<file path="src/rtl/div_pkg.sv">
// Shared state encodings, handshake values and constants for the radix-2 restoring divider.
package div_pkg;

  typedef enum logic [1:0] {
    DivFree   = 2'b00,
    DivByZero = 2'b01,
    DivOn     = 2'b10,
    DivEnd    = 2'b11
  } div_state_t;

  localparam logic        RstEnable         = 1'b1;
  localparam logic        DivResultReady    = 1'b1;
  localparam logic        DivResultNotReady = 1'b0;
  localparam logic        DivStart          = 1'b1;
  localparam logic        DivStop           = 1'b0;
  localparam logic [31:0] ZeroWord          = 32'h0000_0000;
  localparam logic [5:0]  DivIters          = 6'd32;

  // Magnitude of an operand; only negative values in signed mode are complemented.
  function automatic logic [31:0] abs_op(input logic [31:0] op, input logic sgn);
    return (sgn && op[31]) ? (~op + 32'd1) : op;
  endfunction

endpackage

</file>
<file path="src/rtl/div.sv">
// Multi-cycle 32-bit radix-2 restoring divider (DIV/DIVU), 33-cycle latency.
// Optional DIV_ZERO_FLAG_EN adds div_zero_o, raised with ready_o for a zero divisor.
module div
  import div_pkg::*;
(
  input  logic        clk,
  input  logic        rst,
  input  logic        signed_div_i,
  input  logic [31:0] opdata1_i,
  input  logic [31:0] opdata2_i,
  input  logic        start_i,
  input  logic        annul_i,
  output logic [63:0] result_o,
  output logic        ready_o
`ifdef DIV_ZERO_FLAG_EN
  ,
  output logic        div_zero_o
`endif
);

  div_state_t  state, state_nxt;
  logic [5:0]  cnt, cnt_nxt;
  logic [64:0] dividend, dividend_nxt;
  logic [31:0] divisor, divisor_nxt;
  logic        sign1, sign1_nxt, sign2, sign2_nxt, sdiv, sdiv_nxt;
  logic [63:0] result_nxt;
  logic        ready_nxt;
  logic [32:0] tmp;
  logic [31:0] quo, rem;
  logic        go;

  assign go = (start_i == DivStart) && !annul_i;

  always_ff @(posedge clk) begin
    if (rst == RstEnable) state <= DivFree;
    else                  state <= state_nxt;
  end

  always_comb begin
    state_nxt = state;
    case (state)
      DivFree:   if (go) state_nxt = (opdata2_i == ZeroWord) ? DivByZero : DivOn;
      DivByZero: state_nxt = DivEnd;
      DivOn: begin
        // Annul wins over both iterating and finishing.
        if (annul_i)               state_nxt = DivFree;
        else if (cnt == DivIters)  state_nxt = DivEnd;
      end
      DivEnd:    if (start_i == DivStop) state_nxt = DivFree;
      default:   state_nxt = DivFree;
    endcase
  end

  always_comb begin
    tmp          = {1'b0, dividend[63:32]} - {1'b0, divisor};
    quo          = (sdiv && (sign1 ^ sign2)) ? (~dividend[31:0] + 32'd1) : dividend[31:0];
    rem          = (sdiv && sign1) ? (~dividend[64:33] + 32'd1) : dividend[64:33];
    cnt_nxt      = cnt;
    dividend_nxt = dividend;
    divisor_nxt  = divisor;
    sign1_nxt    = sign1;
    sign2_nxt    = sign2;
    sdiv_nxt     = sdiv;
    result_nxt   = result_o;
    ready_nxt    = ready_o;
    case (state)
      DivFree: begin
        result_nxt = 64'h0;
        ready_nxt  = DivResultNotReady;
        if (go) begin
          cnt_nxt      = '0;
          dividend_nxt = {ZeroWord, abs_op(opdata1_i, signed_div_i), 1'b0};
          divisor_nxt  = abs_op(opdata2_i, signed_div_i);
          sign1_nxt    = opdata1_i[31];
          sign2_nxt    = opdata2_i[31];
          sdiv_nxt     = signed_div_i;
        end
      end
      DivByZero: begin
        result_nxt = 64'h0;
        ready_nxt  = DivResultReady;
      end
      DivOn: begin
        if (annul_i) begin
          cnt_nxt = '0;
        end else if (cnt != DivIters) begin
          // Restore by keeping the old partial remainder when the trial subtract borrows.
          if (tmp[32]) dividend_nxt = {dividend[63:0], 1'b0};
          else         dividend_nxt = {tmp[31:0], dividend[31:0], 1'b1};
          cnt_nxt = cnt + 6'd1;
        end else begin
          result_nxt = {rem, quo};
          ready_nxt  = DivResultReady;
        end
      end
      DivEnd: begin
        if (start_i == DivStop) begin
          result_nxt = 64'h0;
          ready_nxt  = DivResultNotReady;
        end
      end
      default: ;
    endcase
  end

  always_ff @(posedge clk) begin
    if (rst == RstEnable) begin
      cnt      <= '0;
      dividend <= '0;
      divisor  <= '0;
      sign1    <= 1'b0;
      sign2    <= 1'b0;
      sdiv     <= 1'b0;
      result_o <= 64'h0;
      ready_o  <= DivResultNotReady;
    end else begin
      cnt      <= cnt_nxt;
      dividend <= dividend_nxt;
      divisor  <= divisor_nxt;
      sign1    <= sign1_nxt;
      sign2    <= sign2_nxt;
      sdiv     <= sdiv_nxt;
      result_o <= result_nxt;
      ready_o  <= ready_nxt;
    end
  end

`ifdef DIV_ZERO_FLAG_EN
  always_ff @(posedge clk) begin
    if (rst == RstEnable)                             div_zero_o <= 1'b0;
    else if (state == DivByZero)                      div_zero_o <= 1'b1;
    else if (state == DivEnd && start_i == DivStop)   div_zero_o <= 1'b0;
  end
`endif

endmodule

</file>
<file path="config.mk">
export PLATFORM = sky130hd
export DESIGN_NAME = div
export DESIGN_NICKNAME = d
export VERILOG_FILES = /design/src/rtl/div_pkg.sv /design/src/rtl/div.sv
export SDC_FILE = /design/constraint.sdc
export NUM_CORES = 1
export LEC_CHECK = 0
export CORE_MARGIN = 3
export CORE_UTILIZATION = 60
export DETAILED_ROUTE_END_ITERATION = 12
export MAX_ROUTING_LAYER = met4
export PLACE_DENSITY = 0.85
export SETUP_SLACK_MARGIN = 0.05
export SYNTH_ARGS = -nofsm -noshare
export SYNTH_HDL_FRONTEND = slang
export SYNTH_SLANG_ARGS = --single-unit
export TNS_END_PERCENT = 100
</file>
<file path="constraint.sdc">
create_clock -name clk -period 6.8 [get_ports clk]
set_input_delay 2.04 -clock clk [delete_from_list [all_inputs] [get_ports clk]]
set_output_delay 2.04 -clock clk [all_outputs]
set_load 0.02 [all_outputs]
</file>
==> impl_metrics.py <==
metrics = {
    "sta": {
        "finalSetupViolations": 0,
        "drv_slew": 0,
        "unrepaired_setup_endpoints_after_global_routing": "no",
        "finalCritPeriodShare_pct": 68.2,
        "max_slew.worst_pin.slew_ps": 1090,
        "setup_total_negative_slack_ps": 0,
        "fmaxAchievable_mhz": 215,
        "worst_clock_skew_ps": 8.97,
        "slew_limit_headroom_pct": 27.0,
        "fin_crit_ps": 4640,
        "finalHoldViolCount": 0,
    },
    "pwr": {
        "report.power.total_mw": 3.33,
        "clkPwrFrac_pct": 29.2,
        "vdd_ir_drop_max_mv": 0.216,
        "sequentialPowerShare_pct": 35.9,
        "switching_share_pct": 39.0,
        "comb_power_share_pct": 34.9,
        "leakage_power_nw": 4.94,
        "power_report.internal_total_mw": 2.03,
        "switchingPower_mw": 1.30,
        "powerDensity_mw_per_mm2": 257,
    },
    "logic_synthesis": {
        "netlist_area_pre_place_sq_mm": 0.0110,
        "synth_area_per_cell_sq_um": 7.61,
        "yosysUniqueCellTypes": 68,
        "synth_seq_area_share_pct": 31.5,
        "synth.ff_latch_count": 173,
        "synthesis.nets": 1555,
        "postSynth.asyncResetShare_pct": 0,
        "synth_edf_count": 0,
        "synth_ff_type": "dfxtp_1",
        "ys.warnings.count": 0,
        "synthesized_instance_count": 1442,
    },
    "layout": {
        "layout.cells.most_common_list": "dfxtp_1 (173), nand2_1 (167), nor2_1 (146), clkdlybuf4s50_1 (132), a21oi_1 (119)",
        "area.growth.synth_to_final_pct": 18.0,
        "non_filler_cells_in_the_finished_layout": 1758,
        "fraction_of_layout_instances_using_a_drive_strength_above_1_pct": 4.11,
        "num-nets-final": 1632,
        "fillCellCount": 1399,
        "postLayoutCellArea_sq_mm": 0.0130,
        "final_common_cell": "dfxtp_1",
    },
    "place": {
        "finalWeightedCongestion": 0.960,
        "numPortBuffers": 133,
        "instance_area_after_placement_sq_mm": 0.0124,
        "numPlacedInstances": 1725,
        "hpwlAfterDp_mm": 22.7,
    },
    "critical_path": {
        "critPathCaptureType": "flip-flop",
        "start_kind": "primary input",
        "worst-setup-path-type": "primary input to flip-flop",
        "crit_arrival_ps": 4950,
        "worst_ep_required_time_ps": 7110,
        "crit_path_max_fanout": 28,
        "ff2ff_path_depth": 10,
    },
    "route": {
        "routed_wire_length_per_instance_microns": 17.5,
        "vias": 10900,
        "drt_drc_violations_left": 0,
        "drt-total-wl_mm": 30.7,
        "drt_pass1_iterations": 6,
        "routed_via_density": 6.21,
        "dr.first_iter.drc_count": 1160,
        "ant_nets": 0,
    },
    "global_routing": {
        "gr-usage-met2_pct": 47.5,
        "grt_remaining_overflow": 0,
        "track_usage_pct": 31.2,
        "grt_pass1_vias": 9796,
        "wire_length_of_the_first_global_routing_pass_mm": 49.9,
        "globalRouteMet1Util_pct": 44.0,
        "layer_carrying_the_most_global_route_usage": "met2",
        "grt_max_degree": 79,
        "use_met3_pct": 5.29,
        "initial_antenna_violation_count": 1,
    },
    "die": {
        "rows": 48,
        "die_w_microns": 141,
        "die_y_extent_microns": 141,
        "ioPinCount": 134,
        "initial_util_pct": 62.4,
        "die_area_sq_mm": 0.0200,
        "core_area_sq_mm": 0.0176,
    },
    "clock_network": {
        "cts_htree_levels": 4,
        "tritoncts.num_buffers": 17,
        "cts_buffer_depth": 2,
        "post_cts_resize_count": 0,
        "worst_skew_pair.late_latency_ps": 440,
        "clock-sinks": 173,
        "ctsRootBufferMaster": "clkbuf_16",
        "postCtsSetupRepairBufs": 0,
        "cts_hold_buffers": 0,
        "tritoncts_clock_tree": "done",
        "clkSlewWorstSetupHoldPaths_ps": 70,
    },
    "min_path": {
        "worst_hold_path_class": "flip-flop to flip-flop",
        "min_path_cells": 2,
    },
    "flow_run": {
        "max_cap_viol": 0,
    },
    "outcome": {
        "status": "finished clean",
    },
}
-- worst paths after layout --
| kind | startpoint | endpoint | slack, ps |
|---|---|---|---|
| worst min register to register | result_o[35] | result_o[35] | 460 |
| worst max register to register | dividend[33] | dividend[58] | 2950 |
| worst min-delay path | result_o[35] | result_o[35] | 460 |
| worst max-delay path | annul_i | dividend[54] | 2160 |
-- critical path: stages --
cell and delay, ps:
clkdlybuf4s50_1 650, nor2b_1 160, a21oi_1 400, nand2_1 210, nor2_2 860, buf_4 390
nand3_1 100, o311ai_0 120
-- routing by layer --
metal	vias to the layer above	share of wire (%)
met5	-	0
met2	499	44
met3	40	9.1
li1	5320	-
met1	5063	45
met4	0	1.1
-- Yosys cell counts, drive strengths merged (6+ instances only) --
| master | instances | area share, % |
|---|---|---|
| a211oi | 37 | 2.5 |
| a21o | 12 | 0.82 |
| a21oi | 119 | 5.4 |
| a22o | 22 | 1.8 |
| a22oi | 35 | 2.4 |
| a31oi | 21 | 1.2 |
| a32oi | 10 | 0.80 |
| and2 | 8 | 0.46 |
| and3 | 10 | 0.57 |
| buf | 8 | 0.34 |
| clkbuf | 78 | 2.7 |
| dfxtp | 173 | 32 |
| ha | 43 | 4.9 |
| inv | 60 | 2.1 |
| mux2i | 7 | 0.64 |
| nand2 | 167 | 5.7 |
| nand2b | 10 | 0.57 |
| nand3 | 72 | 3.3 |
| nand4 | 8 | 0.46 |
| nor2 | 149 | 5.1 |
| nor2b | 13 | 0.74 |
| nor3 | 27 | 1.3 |
| nor4 | 15 | 1.2 |
| o21a | 6 | 0.41 |
| o21ai | 82 | 3.8 |
| o31ai | 22 | 1.5 |
| o41ai | 7 | 0.56 |
| or3 | 10 | 0.62 |
| or4 | 11 | 0.79 |
| xnor2 | 71 | 5.7 |
| xor2 | 71 | 5.7 |
-- final cells by class --
class | count | area, sq um | share of cell area, %
clock inverters | 14 | 146 | 1.13
flip-flops and latches | 173 | 3460 | 26.7
inverters | 60 | 225 | 1.74
well taps | 225 | 282 | 2.17
diodes | 1 | 2.50 | 0.0193
repair buffers | 144 | 1410 | 10.9
multi-input cells | 1123 | 6990 | 54.0
clock buffers | 18 | 429 | 3.31
-- sequential cells by signal, summed over array words and instances, names as in the netlist --
| signal | flops |
|---|---|
| cnt | 6 |
| dividend | 65 |
| divisor | 32 |
| ready_o | 1 |
| result_o | 64 |
| sdiv | 1 |
| sign1 | 1 |
| sign2 | 1 |
| state | 2 |
-- power groups by stage --
stage | Clock [mW] | Sequential [mW] | Combinational [mW]
2_1_floorplan | 0 | 1.18 | 0.843
3_3_place_gp | 0 | 1.21 | 1.10
3_5_place_dp | 0 | 1.21 | 1.13
4_1_cts | 0.973 | 1.19 | 1.14
5_1_grt | 1.02 | 1.21 | 1.28
6_report | 0.972 | 1.20 | 1.16
-- metrics by stage --
stage	utilization, %	setup slack [ps]	hold slack [ps]
2_1_floorplan	-	2430	432
3_3_place_gp	70.3	1820	446
3_5_place_dp	70.3	1770	449
4_1_cts	73.6	2220	463
5_1_grt	73.6	1930	484
6_report	73.6	2160	459
-- kinds of logic after synthesis --
group	count (synthesis)	synth area share [%]
adder cells (fa/ha/maj)	44	5.08
flip-flops	173	31.5
AND/OR/NAND/NOR	518	22.0
buffers and inverters	146	5.06
multiplexers	8	0.741
XOR/XNOR	142	11.3
AO/OA/AOI/OAI	411	24.2
No activity file was read; power rests on OpenSTA's default activity.
